==> src/rtl/wb_pipe_stage.sv <==
// wb_pipe_stage: elastic MEM->WB pipeline stage register with a valid/ready
// handshake, synchronous flush and bubble masking.
// Optional feature macro: WB_PIPE_STAGE_SKID_EN. When defined, a second skid
// entry is added and o_ready comes straight from a register. When undefined,
// there is a single head register and o_ready is combinational from i_ready.
module wb_pipe_stage #(
   parameter int unsigned        PC_W     = 32,
   parameter int unsigned        DATA_W   = 32,
   parameter int unsigned        SEL_W    = 2,
   parameter logic [DATA_W-1:0]  NOP_INST = DATA_W'(32'h0000_0013)
) (
   input  logic              i_clk,
   input  logic              i_reset_n,
   input  logic              i_valid,
   output logic              o_ready,
   input  logic [PC_W-1:0]   i_pc,
   input  logic [DATA_W-1:0] i_inst,
   input  logic [DATA_W-1:0] i_alu_data,
   input  logic [DATA_W-1:0] i_lsu_data,
   input  logic [SEL_W-1:0]  i_wb_sel,
   input  logic              i_reg_wren,
   input  logic              i_flush,
   output logic              o_valid,
   input  logic              i_ready,
   output logic [PC_W-1:0]   o_pc,
   output logic [DATA_W-1:0] o_inst,
   output logic [DATA_W-1:0] o_alu_data,
   output logic [DATA_W-1:0] o_lsu_data,
   output logic [SEL_W-1:0]  o_wb_sel,
   output logic              o_reg_wren,
   output logic [1:0]        o_count
);

   // Payload layout (MSB..LSB): pc, inst, alu, lsu, wb_sel, reg_wren
   localparam int unsigned PAY_W   = PC_W + 3 * DATA_W + SEL_W + 1;
   localparam int unsigned WREN_LO = 0;
   localparam int unsigned SEL_LO  = WREN_LO + 1;
   localparam int unsigned LSU_LO  = SEL_LO + SEL_W;
   localparam int unsigned ALU_LO  = LSU_LO + DATA_W;
   localparam int unsigned INST_LO = ALU_LO + DATA_W;
   localparam int unsigned PC_LO   = INST_LO + DATA_W;

   logic [PAY_W-1:0] w_in_pay;
   logic [PAY_W-1:0] r_head_pay;
   logic             r_head_valid;
   logic             w_accept;
   logic             w_consume;

   assign w_in_pay  = {i_pc, i_inst, i_alu_data, i_lsu_data, i_wb_sel, i_reg_wren};
   assign w_accept  = i_valid & o_ready;
   assign w_consume = r_head_valid & i_ready;

`ifdef WB_PIPE_STAGE_SKID_EN
   logic [PAY_W-1:0] r_skid_pay;
   logic             r_skid_valid;

   assign o_ready = ~r_skid_valid;
   assign o_count = 2'({1'b0, r_head_valid}) + 2'({1'b0, r_skid_valid});

   // Head/skid update: skid refills the head first so order stays FIFO
   always_ff @(posedge i_clk or negedge i_reset_n) begin
      if (!i_reset_n) begin
         r_head_valid <= 1'b0;
         r_head_pay   <= '0;
         r_skid_valid <= 1'b0;
         r_skid_pay   <= '0;
      end else if (i_flush) begin
         r_head_valid <= 1'b0;
         r_skid_valid <= 1'b0;
      end else if (!r_head_valid || w_consume) begin
         if (r_skid_valid) begin
            r_head_valid <= 1'b1;
            r_head_pay   <= r_skid_pay;
            r_skid_valid <= w_accept;
            if (w_accept) begin
               r_skid_pay <= w_in_pay;
            end
         end else if (w_accept) begin
            r_head_valid <= 1'b1;
            r_head_pay   <= w_in_pay;
         end else begin
            r_head_valid <= 1'b0;
         end
      end else if (w_accept) begin
         r_skid_valid <= 1'b1;
         r_skid_pay   <= w_in_pay;
      end
   end
`else
   assign o_ready = ~r_head_valid | i_ready;
   assign o_count = {1'b0, r_head_valid};

   // Single head register: flush beats accept, accept beats plain consume
   always_ff @(posedge i_clk or negedge i_reset_n) begin
      if (!i_reset_n) begin
         r_head_valid <= 1'b0;
         r_head_pay   <= '0;
      end else if (i_flush) begin
         r_head_valid <= 1'b0;
      end else if (w_accept) begin
         r_head_valid <= 1'b1;
         r_head_pay   <= w_in_pay;
      end else if (w_consume) begin
         r_head_valid <= 1'b0;
      end
   end
`endif

   // Bubble masking: an empty stage shows a NOP and never writes back
   assign o_valid    = r_head_valid;
   assign o_pc       = r_head_valid ? r_head_pay[PC_LO   +: PC_W]   : '0;
   assign o_inst     = r_head_valid ? r_head_pay[INST_LO +: DATA_W] : NOP_INST;
   assign o_alu_data = r_head_valid ? r_head_pay[ALU_LO  +: DATA_W] : '0;
   assign o_lsu_data = r_head_valid ? r_head_pay[LSU_LO  +: DATA_W] : '0;
   assign o_wb_sel   = r_head_valid ? r_head_pay[SEL_LO  +: SEL_W]  : '0;
   assign o_reg_wren = r_head_valid & r_head_pay[WREN_LO];

endmodule

==> config.mk <==
export PLATFORM = sky130hd
export DESIGN_NAME = wb_pipe_stage
export DESIGN_NICKNAME = d
export VERILOG_FILES = /design/src/rtl/wb_pipe_stage.sv
export SDC_FILE = /design/constraint.sdc
export NUM_CORES = 1
export LEC_CHECK = 0
export ABC_AREA = 0
export CAP_MARGIN = 5
export CELL_PAD_IN_SITES_DETAIL_PLACEMENT = 2
export CELL_PAD_IN_SITES_GLOBAL_PLACEMENT = 2
export CORE_ASPECT_RATIO = 1.4
export CORE_UTILIZATION = 28
export CTS_CLUSTER_SIZE = 40
export DETAILED_ROUTE_END_ITERATION = 10
export PLACE_DENSITY = 0.83
export SYNTH_ARGS = -nofsm -noshare
export SYNTH_HDL_FRONTEND = slang
export SYNTH_SLANG_ARGS = --single-unit
==> constraint.sdc <==
create_clock -name i_clk -period 4.91 [get_ports i_clk]
set_input_delay 0.7365 -clock i_clk [delete_from_list [all_inputs] [get_ports i_clk]]
set_output_delay 0.7365 -clock i_clk [all_outputs]
set_load 0.05 [all_outputs]
## Yosys cells after proc, flatten, opt, wreduce, memory -nomap -nowiden

Index checks and enable logic that the tools add are counted.

- Muxes and demuxes: 8
- Bitwise gates (word level): 6
- Reduce and logical (&&, ||, !) cells: 2

Operator list:

| cell | number |
|---|---|
| $mux W32 | 4 |
| $and A1 B1 Y1 | 3 |
| $mux W1 | 3 |
| $reduce_bool A3 Y1 | 1 |
| $mux W2 | 1 |
| $not A1 Y1 | 2 |
| $reduce_and A2 Y1 | 1 |
| $or A1 B1 Y1 | 1 |

- Register bits after elaboration: 132
- Output and inout port bits: 135

## Logic depth before layout (Yosys ltp)

- Depth in word-level cells: 5
- Gate-level depth with buffers: 5

## Worst setup path before layout

OpenSTA, ideal clock, no wires.

- Path type: register to output
- Start point: register r_head_valid, in the netlist o_valid
- End point: output o_alu_data[0]
- Data arrival time: 1658 ps
- Required time: 4174 ps
- Path slack: 2515 ps
- Stages on the path, launching flop included: 4
- Path through: dfrtp_1 clkbuf_1 clkbuf_1 and2_1

- Word-level cells in the longest chain between the ends: 1

Ends and longest elaborated chain:

| what | RTL line | text |
|---|---|---|
| start: declaration | 45 | `logic r_head_valid;` |
| start signal: assignment | 96 | `r_head_valid <= 1'b0;` |
| start signal: assignment | 99 | `r_head_valid <= 1'b0;` |
| start signal: assignment | 101 | `r_head_valid <= 1'b1;` |
| $mux W32 | 113 | `assign o_alu_data = r_head_valid ? r_head_pay[ALU_LO +: DATA_W] : '0;` |
| end: declaration | 27 | `output logic [DATA_W-1:0] o_alu_data,` |

No other way between the ends.

## Worst setup path after layout

- Start point: register r_head_valid, in the netlist o_valid
- End point: output o_inst[31]

- Word-level cells in the longest chain between the ends: 1

Ends and longest elaborated chain:

| what | RTL line | text |
|---|---|---|
| $mux W32 | 112 | `assign o_inst = r_head_valid ? r_head_pay[INST_LO +: DATA_W] : NOP_INST;` |
| end: declaration | 26 | `output logic [DATA_W-1:0] o_inst,` |

No other way between the ends.

==> impl_metrics.tcl <==
set metrics [dict create \
    outcome "completed" \
    cts_tree "built" \
    synth-seq-area-share_pct 56.6 \
    drc 0 \
    core_mm2 0.0205 \
    dr_total_vias 4344 \
    grt_use_total_pct 17.8 \
    tns_ps 0 \
    path_max_fanout 73 \
    syn2layout_area_growth_pct 60.6 \
    drt_wl_total_um 18300 \
    vias_per_cell 4.51 \
    timing.rr.end "r_head_pay[58]" \
    grt_pass1_vias 5114 \
    critical_path.top_delay_family "buffers and inverters" \
    firstDrtPassIters 4 \
    ys_seq_elements 132 \
    gp_routability_congestion 0.768 \
    arrival_ps 2840 \
    startpoint_type "flop" \
    setup_viol 0 \
    final_nets 828 \
    hold_slack_ps 409 \
    relSlewSlack_pct 33.6 \
    synth_top_area_cell "dfrtp_1" \
    io_pins 271 \
    wl_per_cell_um 19.0 \
    timing.rr.start "o_valid" \
    grt_overflow 0 \
    rows 62 \
    crit_start "o_valid" \
    cts_root_buf "clkbuf_16" \
    drt_iter0_markers 137 \
    synth_cells 430 \
    port_buffers 269 \
    grt_antenna_before_repair 2 \
    die_w_um 124 \
    dp_hpwl_um 13400 \
    hold_class "primary input to async pin" \
    synth_nets 566 \
    avgSynthCellArea_um2 13.6 \
    slew_viol_final 0 \
    netlist_area_mm2 0.00583 \
    max_stage_delay_ps 960 \
    htree_num_levels 4 \
    post-route-util_pct 45.8 \
    fmax_ghz 0.279 \
    layout-drive-gt1-share_pct 11.2 \
    grt_max_degree 101 \
    start_util_pct 28.5 \
    clock_sinks 132 \
    worstSkewPairLatency_ps 420 \
    ctsResizeCount 0 \
    synth.distinct_cells 14 \
    ir_worst_vdd_mv 0.217 \
    pwr_density_cell_mw_per_mm2 396 \
    crit_path_end_kind "primary output" \
    required_ps 4170 \
    period_needed_ps 3580 \
    rsz0062_at_grt "no" \
    regToRegSetupSlack_ps 1910 \
    cts.reportedPaths.clkPinSlew_ps 60 \
    synth_top_area_share_pct 56.6 \
    cp_cell_sequence "buf_12 > and2_1 > clkdlybuf4s50_1" \
    p_leak_nw 3.81 \
    die_height_um 173 \
    clock_tree.buffer_depth 2 \
    postRouteAntennaNets 0 \
    grt_pass1_wl_um 28500 \
    die-area_mm2 0.0214 \
    final_hold_viol_count 0 \
    period_share_pct 72.9 \
    fin_worst_skew_ps 13.5 \
    slowest_stage "dfrtp_2" \
    hold_buffers 0 \
    synth_area_leaders "dfrtp_1, mux2_1, and2_1" \
    worstMarginPinSlew_ps 996 \
    path_buf_inv 2 \
    timing_worst_setup_path_type "flop to primary output" \
    cts_buffers 17 \
    reg2regPathDepth 5 \
    max_cap_viol_count 0 \
    post-cts-setup-buffers 0 \
    synth.yosys.warnings 0 \
]
worst max path at each step:
stage                     to  slack (ps)  cells past startpoint
2_1_floorplan  o_alu_data[0]        2520                      3
3_3_place_gp        o_pc[10]        1820                      3
3_5_place_dp         o_ready        1720                      4
4_1_cts           o_inst[31]        1260                      3
5_1_grt              o_ready        1150                      4
6_report          o_inst[31]        1330                      3
placed cells by master (no fill, tap or decap):
cell | synthesis | layout
and2_1 | 128 | 128
and2b_1 | 1 | 1
buf_12 | 0 | 1
buf_4 | 2 | 3
buf_6 | 10 | 1
bufinv_16 | 0 | 5
clkbuf_1 | 14 | 1
clkbuf_16 | 0 | 17
clkbuf_8 | 0 | 3
clkdlybuf4s50_1 | 0 | 268
clkinv_2 | 0 | 1
clkinv_4 | 0 | 3
clkinvlp_4 | 0 | 1
conb_1 | 1 | 1
dfrtp_1 | 132 | 131
dfrtp_2 | 0 | 1
diode_2 | 0 | 2
inv_1 | 1 | 1
inv_6 | 0 | 1
mux2_1 | 90 | 90
mux2_2 | 41 | 41
nand2b_1 | 3 | 3
nor2_1 | 2 | 2
nor3b_4 | 0 | 1
power breakdown:
group	switching, W	internal (W)
sequential	0.0000966	0.00127
combinational	0.000508	0.000401
clock	0.000487	0.000945
total	0.00109	0.00262
synth_stat cells:
| master | instances |
|---|---|
| dfrtp_1 | 132 |
| and2_1 | 128 |
| mux2_1 | 90 |
| mux2_2 | 41 |
| clkbuf_1 | 14 |
| buf_6 | 10 |
| buf_2 | 4 |
| nand2b_1 | 3 |
| buf_4 | 2 |
| nor2_1 | 2 |
| and2b_1 | 1 |
| conb_1 | 1 |
| inv_1 | 1 |
| nor3b_2 | 1 |
through the flow:
step	area, um^2	setup WS, ps	total power (W)	instances
2_1_floorplan	5830	2520	0.00191	430
3_3_place_gp	8700	1820	0.00226	929
3_5_place_dp	8700	1720	0.00231	929
4_1_cts	9370	1260	0.00378	961
5_1_grt	9370	1150	0.00388	963
6_report	9370	1330	0.00371	963
cell type report:
| type | instances | area, um^2 |
|---|---|---|
| antenna | 2 | 5.00 |
| clock buffer | 21 | 470 |
| clock inverter | 11 | 198 |
| fill | 2031 | 11100 |
| inverter | 1 | 3.75 |
| multi-input combinational | 267 | 2330 |
| sequential | 132 | 3300 |
| tap | 256 | 320 |
| timing repair buffer | 273 | 2740 |
registers in the layout, summed over array words and instances (netlist names):
signal and cells:
r_head_pay 131, o_valid 1
cell families (layout without fill, tap and decap cells):
| family | after synthesis | after routing | synth area share (%) |
|---|---|---|---|
| muxes | 131 | 131 | 25.3 |
| other | 1 | 3 | 0.0643 |
| DFF | 132 | 132 | 56.6 |
| and+or+nand+nor | 135 | 135 | 14.5 |
| buffers and inverters | 31 | 306 | 3.50 |
metal layers:
metal / part of all wire, % / vias up / wire length, um / track usage, %
li1: - / 1943 / - / -
met1: 35 / 2217 / 6330 / 17.7
met2: 56 / 162 / 10300 / 33.1
met3: 6.9 / 22 / 1270 / 5.90
met4: 2.1 / 0 / 384 / 7.04
met5: 0 / - / 0 / 0
No activity file was read; power rests on OpenSTA's default activity.
